`src/rtl/fxp_div32_pkg.sv`:
```
// Shared constants and types for the signed Q20.12 sequential divider.
// Widths, iteration count, state encoding and saturation limits live here.
package fxp_div32_pkg;

  localparam int DATA_WIDTH = 32;
  localparam int FRAC_BITS  = 12;
  localparam int ITER       = DATA_WIDTH + FRAC_BITS;
  localparam int CNT_W      = $clog2(ITER + 1);

  localparam logic [DATA_WIDTH-1:0] FXP_MAX = {1'b0, {(DATA_WIDTH-1){1'b1}}};
  localparam logic [DATA_WIDTH-1:0] FXP_MIN = {1'b1, {(DATA_WIDTH-1){1'b0}}};

  // Saturation thresholds on the unsigned ITER-bit quotient magnitude.
  localparam logic [ITER-1:0] Q_POS_LIMIT = {{FRAC_BITS{1'b0}}, FXP_MAX};
  localparam logic [ITER-1:0] Q_NEG_LIMIT = {{FRAC_BITS{1'b0}}, FXP_MIN};

  typedef enum logic [1:0] {
    ST_IDLE = 2'd0,
    ST_DIV  = 2'd1,
    ST_FIX  = 2'd2
  } state_t;

  // Two's complement magnitude; the most negative value maps to 2^(DW-1) exactly.
  function automatic logic [DATA_WIDTH-1:0] abs_val(input logic [DATA_WIDTH-1:0] v);
    return v[DATA_WIDTH-1] ? (~v + DATA_WIDTH'(1)) : v;
  endfunction

endpackage

```
`src/rtl/fxp_div_step.sv`:
```
// One radix-2 restoring division step: shift in a dividend bit, trial-subtract
// the divisor magnitude and keep the difference only when it does not go negative.
module fxp_div_step #(
  parameter int W = 32
) (
  input  logic [W:0]   rem_in,
  input  logic         din,
  input  logic [W-1:0] divisor,
  output logic [W:0]   rem_out,
  output logic         qbit
);

  logic [W+1:0] shifted;
  logic [W+1:0] trial;

  always_comb begin
    shifted = {rem_in, din};
    trial   = shifted - {2'b00, divisor};
    qbit    = (shifted >= {2'b00, divisor});
    rem_out = (W+1)'(qbit ? trial : shifted);
  end

endmodule

```
`src/rtl/fxp_div32.sv`:
```
// Sequential signed fixed-point divider: out = (a << FRAC_BITS) / b, truncated
// toward zero and saturated, one quotient bit per clock.
module fxp_div32
  import fxp_div32_pkg::*;
(
  input  logic                  clk,
  input  logic                  rst,
  input  logic                  start,
  input  logic [DATA_WIDTH-1:0] a,
  input  logic [DATA_WIDTH-1:0] b,
  output logic [DATA_WIDTH-1:0] out,
  output logic                  busy,
  output logic                  done,
  output logic                  ovf,
  output logic                  dz
);

  // Handshake: start is sampled only while busy=0 (IDLE); busy rises the cycle
  // after the accepted start, and done pulses for one cycle when out/ovf/dz are
  // updated. A new start may be accepted in the done cycle; starts while busy are dropped.

  state_t                  state;
  logic [CNT_W-1:0]        cnt;
  logic                    sign_r;
  logic                    a_neg_r;
  logic                    div_zero_r;
  logic [DATA_WIDTH-1:0]   absb_r;
  logic [ITER-1:0]         dividend_r;
  logic [DATA_WIDTH:0]     rem_r;
  logic [ITER-1:0]         q_r;

  logic [DATA_WIDTH:0]     rem_nxt;
  logic                    qbit;
  logic [DATA_WIDTH-1:0]   fix_out;
  logic                    fix_ovf;

  fxp_div_step #(
    .W (DATA_WIDTH)
  ) u_step (
    .rem_in  (rem_r),
    .din     (dividend_r[ITER-1]),
    .divisor (absb_r),
    .rem_out (rem_nxt),
    .qbit    (qbit)
  );

  // Sign application and saturation of the finished magnitude.
  always_comb begin
    fix_out = q_r[DATA_WIDTH-1:0];
    fix_ovf = 1'b0;
    if (!sign_r && (q_r > Q_POS_LIMIT)) begin
      fix_out = FXP_MAX;
      fix_ovf = 1'b1;
    end else if (sign_r && (q_r > Q_NEG_LIMIT)) begin
      fix_out = FXP_MIN;
      fix_ovf = 1'b1;
    end else if (sign_r) begin
      fix_out = ~q_r[DATA_WIDTH-1:0] + DATA_WIDTH'(1);
    end
  end

  always_ff @(posedge clk or negedge rst) begin
    if (!rst) begin
      state      <= ST_IDLE;
      cnt        <= '0;
      sign_r     <= 1'b0;
      a_neg_r    <= 1'b0;
      div_zero_r <= 1'b0;
      absb_r     <= '0;
      dividend_r <= '0;
      rem_r      <= '0;
      q_r        <= '0;
      out        <= '0;
      busy       <= 1'b0;
      done       <= 1'b0;
      ovf        <= 1'b0;
      dz         <= 1'b0;
    end else begin
      done <= 1'b0;
      case (state)
        ST_IDLE: begin
          if (start) begin
            sign_r     <= a[DATA_WIDTH-1] ^ b[DATA_WIDTH-1];
            a_neg_r    <= a[DATA_WIDTH-1];
            absb_r     <= abs_val(b);
            dividend_r <= {abs_val(a), {FRAC_BITS{1'b0}}};
            rem_r      <= '0;
            q_r        <= '0;
            cnt        <= '0;
            busy       <= 1'b1;
            div_zero_r <= (b == '0);
            state      <= (b == '0) ? ST_FIX : ST_DIV;
          end
        end
        ST_DIV: begin
          rem_r      <= rem_nxt;
          dividend_r <= {dividend_r[ITER-2:0], 1'b0};
          q_r        <= {q_r[ITER-2:0], qbit};
          cnt        <= cnt + CNT_W'(1);
          if (cnt == CNT_W'(ITER - 1)) begin
            state <= ST_FIX;
          end
        end
        ST_FIX: begin
          busy  <= 1'b0;
          done  <= 1'b1;
          state <= ST_IDLE;
          if (div_zero_r) begin
            out <= a_neg_r ? FXP_MIN : FXP_MAX;
            ovf <= 1'b0;
            dz  <= 1'b1;
          end else begin
            out <= fix_out;
            ovf <= fix_ovf;
            dz  <= 1'b0;
          end
        end
        default: begin
          state <= ST_IDLE;
          busy  <= 1'b0;
        end
      endcase
    end
  end

endmodule
```
`config.mk`:
```
export PLATFORM = sky130hd
export DESIGN_NAME = fxp_div32
export DESIGN_NICKNAME = d
export VERILOG_FILES = /design/src/rtl/fxp_div32_pkg.sv /design/src/rtl/fxp_div_step.sv /design/src/rtl/fxp_div32.sv
export SDC_FILE = /design/constraint.sdc
export NUM_CORES = 1
export LEC_CHECK = 0
export CORE_MARGIN = 2
export CORE_UTILIZATION = 45
export DETAILED_ROUTE_END_ITERATION = 16
export PLACE_DENSITY = 0.65
export REMOVE_ABC_BUFFERS = 1
export SLEW_MARGIN = 20
export SYNTH_ARGS = -nofsm -noshare
export SYNTH_HDL_FRONTEND = slang
export SYNTH_SLANG_ARGS = --single-unit
```
`constraint.sdc`:
```
create_clock -name clk -period 4.8 [get_ports clk]
set_input_delay 0.96 -clock clk [delete_from_list [all_inputs] [get_ports clk]]
set_output_delay 0.96 -clock clk [all_outputs]
set_load 0.02 [all_outputs]
```
==> impl_results.md <==
* CTS Root Cell: clkbuf_16
* Via count at 9621
* Ports at 103
* Ys async rst share at 1.000
* Class of the most critical setup path: primary input to flop
* CP max FO at 5
* Worst R2R Start: q_r[12]$_DFFE_PN0P_
* Max frequency at 257.7 MHz
* Tot Pwr at 9.619 mW
* Max_cap viols at 0
* Avg Vias per Cell at 5.710
* Ant. Diodes at 0
* Slew HR at 0.2797
* Final Hold Vio Count at 0
* Final setup violation count at 0
* Mapped cell area at 11200 sq um
* Rows at 57
* Crit path DAT at 4.15 ns
* Comb pwr share at 0.574
* # hold bufs at CTS at 0
* Layout area overhead at 16.65%
* IO Port Bufs at 102
* Vias in the first global route at 9159
* WHS at 0.4792 ns
* Largest net degree at the start of global routing at 94
* Reg2reg path depth at 9
* Initial antenna violation count at 0
* FF-to-FF End: out[3]$_DFFE_PN0P_
* Outcome: complete, no violations
* Critical Path End Type: flop
* Sequential area share after synthesis at 0.4200
* CTS buffer count at 17
* Sw Ratio at 0.4685
* Hold depth at 2
* Switch Pwr at 4.506 mW
* CP required at 5.07 ns
* CTS tree: done
* Clock sink total at 188
* Worst Setup Start Kind: primary input
* Initial Util at 0.4593
* Post-DR wirelength/cell at 16.10 microns
* Register-to-register path setup slack at 1.16 ns
* Commonest cells after routing, fill and taps aside: 187 x dfrtp_1, 149 x nand2_1, 121 x o21ai_0, 105 x a21oi_1, 101 x clkdlybuf4s50_1
* Overflow after GRT at 0
* Cells after Synth at 1291
* CP max stage delay at 0.64 ns
* Power density over the cells at 736.1 nW/um^2
* Placer Congestion at 0.8765
* Sequential power share at 0.281
* H-tree Lvls at 4
* Setup TNS at 0 ns
* Internal at 5.113 mW
* Clock buffer depth at 2
* Chip Height at 161.8 microns
* Post-route antenna net violation count at 0
* Post-layout min period at 3.881 ns
* Worst Max-Slew Pin Slew at 1.080 ns
* CORE AREA at 24390 sq um
* Hold Crit Start: dividend_r[40]$_DFFE_PN0P_
* Clk pwr share at 0.146
* Final period util at 0.8085
* Routed wire length at 27130 microns
* Syn avg cell area at 8.677 sq um
* Synth Flop Type: dfrtp_1
* Drt pass-1 iters at 4
* Layout cell share with drive strength beyond 1 at 0.05584
* Overall die width at 161.8 microns
* DR iter-0 viols at 654
* Worst-Skew Late Latency at 0.44 ns
* Final Max Slew Viols at 0
* RSZ-0062 raised after global routing: false
* Post-CTS Setup Inserts at 0
* Clock transition at path regs at 0.07 ns
* Most common cell on crit path: or4_1
* Nets at 1452
* Global Route Usage Sum at 0.2142
* Peak VDD IR at 0.0002752 V
* Total Die Area at 26170 sq um
* FF+latch count, synth at 188
* DRC errors left at 0
* Fillers at 2329
* Post-synth EDFFs at 0
* Hold Crit Class: flop to flop
* Clock Skew at 0.01842 ns
* DP HPWL at 19110 microns
* Final Cell Area at 13070 sq um
* Yosys cell types at 66
* PostCTS Resize Cnt at 0
* Slowest-stage cell, CP: or4_1
* CP cell instances: clkdlybuf4s50_1 > or4_1 > nor4_1 > nand3_1 > or2_1 > or3_1 > or4_1 > o41ai_1 > xor2_1 > a21oi_1
* Synthesis warning total at 0
* Hold EP: dividend_r[40]$_DFFE_PN0P_
* First-pass GRT wire length at 46310 microns
* DP Area at 12480 sq um
* Leak Pwr at 5.663 nW
* Most common cell after layout, fill and taps aside: dfrtp_1
==> flip-flops by register name, summed over array words and instances, names as in the netlist <==
name,count
q_r,44
rem_r,33
absb_r,32
dividend_r,32
out,32
cnt,6
state,2
a_neg_r,1
busy,1
div_zero_r,1
done,1
dz,1
ovf,1
sign_r,1
==> how the worst max path moves through the flow <==
| stage | start | endpoint | slack [ns] | cells past startpoint |
|---|---|---|---|---|
| 2_1_floorplan | rem_r[12]$_DFFE_PN0P_ | q_r[0]$_DFFE_PN0P_ | 0.74 | 9 |
| 3_3_place_gp | a[6] | dividend_r[40]$_DFFE_PN0P_ | 0.52 | 10 |
| 3_5_place_dp | a[6] | dividend_r[41]$_DFFE_PN0P_ | 0.50 | 10 |
| 4_1_cts | a[6] | dividend_r[41]$_DFFE_PN0P_ | 0.96 | 10 |
| 5_1_grt | a[6] | dividend_r[41]$_DFFE_PN0P_ | 0.72 | 10 |
| 6_report | a[8] | dividend_r[41]$_DFFE_PN0P_ | 0.92 | 10 |
==> Yosys cell counts (all sizes together) (2+ instances only) <==
cell     count  area (sq um)
a221oi       3         26.28
a2bb2oi      2         17.52
o21bai       4         30.03
clkbuf      75         281.5
a32oi        7         61.31
mux2i        4         40.04
a211o        3         35.04
a31o         4         35.03
and2         8         50.05
a22o        46         402.9
dfrtp      188          4705
o31ai       23         172.7
a41oi        2         17.52
nor3b        2         15.01
nor3        19         95.09
and3         6         37.54
o41ai       11         115.1
buf          7         33.78
a21o        12         91.34
or3         22         142.6
a22oi       23         172.7
o211ai       4         30.03
xor2        63         551.8
nand2      150         563.0
inv         53         198.9
or2          8         52.55
a21boi       3         22.52
a31oi        9         56.30
a21oi      105         525.5
nand4       11         68.82
o22ai       22         137.6
nor4         8         50.05
nor2b        3         18.77
ha          36         450.4
nand2b      12         75.07
o311ai       2         17.52
o221a        2         22.52
nand3       25         125.1
o21ai      174         870.8
a211oi       3         22.52
xnor2       31         271.5
or4         12         93.84
nor2        73         281.5
==> power by group through the flow <==
stage	Clock (mW)	Sequential, mW	Combinational (mW)
after floorplan	0	2.73	3.87
after CTS	1.43	2.70	5.52
after detailed placement	0	2.72	5.48
final	1.40	2.70	5.52
after global placement	0	2.71	5.40
after global routing	1.51	2.79	6.25
==> critical path: cells and delay by family <==
family | cells | cell delay (ns)
AOI/OAI and AO/OA | 2 | 0.41
buffers and inverters | 1 | 0.46
and+or+nand+nor | 6 | 2.13
xor gates and xnor gates | 1 | 0.19
==> metrics by stage <==
step	setup WS (ns)	std cells	utilization
global placement	0.5212	1653	0.5117
detailed placement	0.5044	1653	0.5117
finish	0.9191	1685	0.5358
floorplan	0.7371	1209	-
CTS	0.9556	1685	0.5358
global route	0.7196	1685	0.5358
==> cell type report <==
cell class / count / area (sq um) / area share
tap: 324 / 405.4 / 0.03102
timing repair buffer: 120 / 1160 / 0.08876
clock buffer: 18 / 439.2 / 0.03361
sequential: 188 / 4706 / 0.3601
clock inverter: 14 / 147.6 / 0.01130
inverter: 53 / 198.9 / 0.01522
multi-input combinational: 968 / 6011 / 0.4600
==> logic make-up (layout without fill, tap and decap cells) <==
family / count (synthesis) / in the layout / share of synthesized area
buf+inv: 135 / 205 / 0.04591
simple gates: 363 / 363 / 0.1525
xor+xnor: 94 / 94 / 0.07349
fa+ha+maj: 37 / 37 / 0.04200
compound gates: 469 / 469 / 0.2616
mux: 5 / 5 / 0.004580
flops: 188 / 188 / 0.4200
==> per-layer routing <==
layer / vias to the layer above / GRT usage / wire (microns)
li1: 4778 / - / -
met1: 4663 / 0.3145 / 13820
met2: 162 / 0.3377 / 12220
met3: 18 / 0.03243 / 841
met4: 0 / 0.04385 / 245
met5: - / 0 / 0
Power figures use the tool's default switching activity.
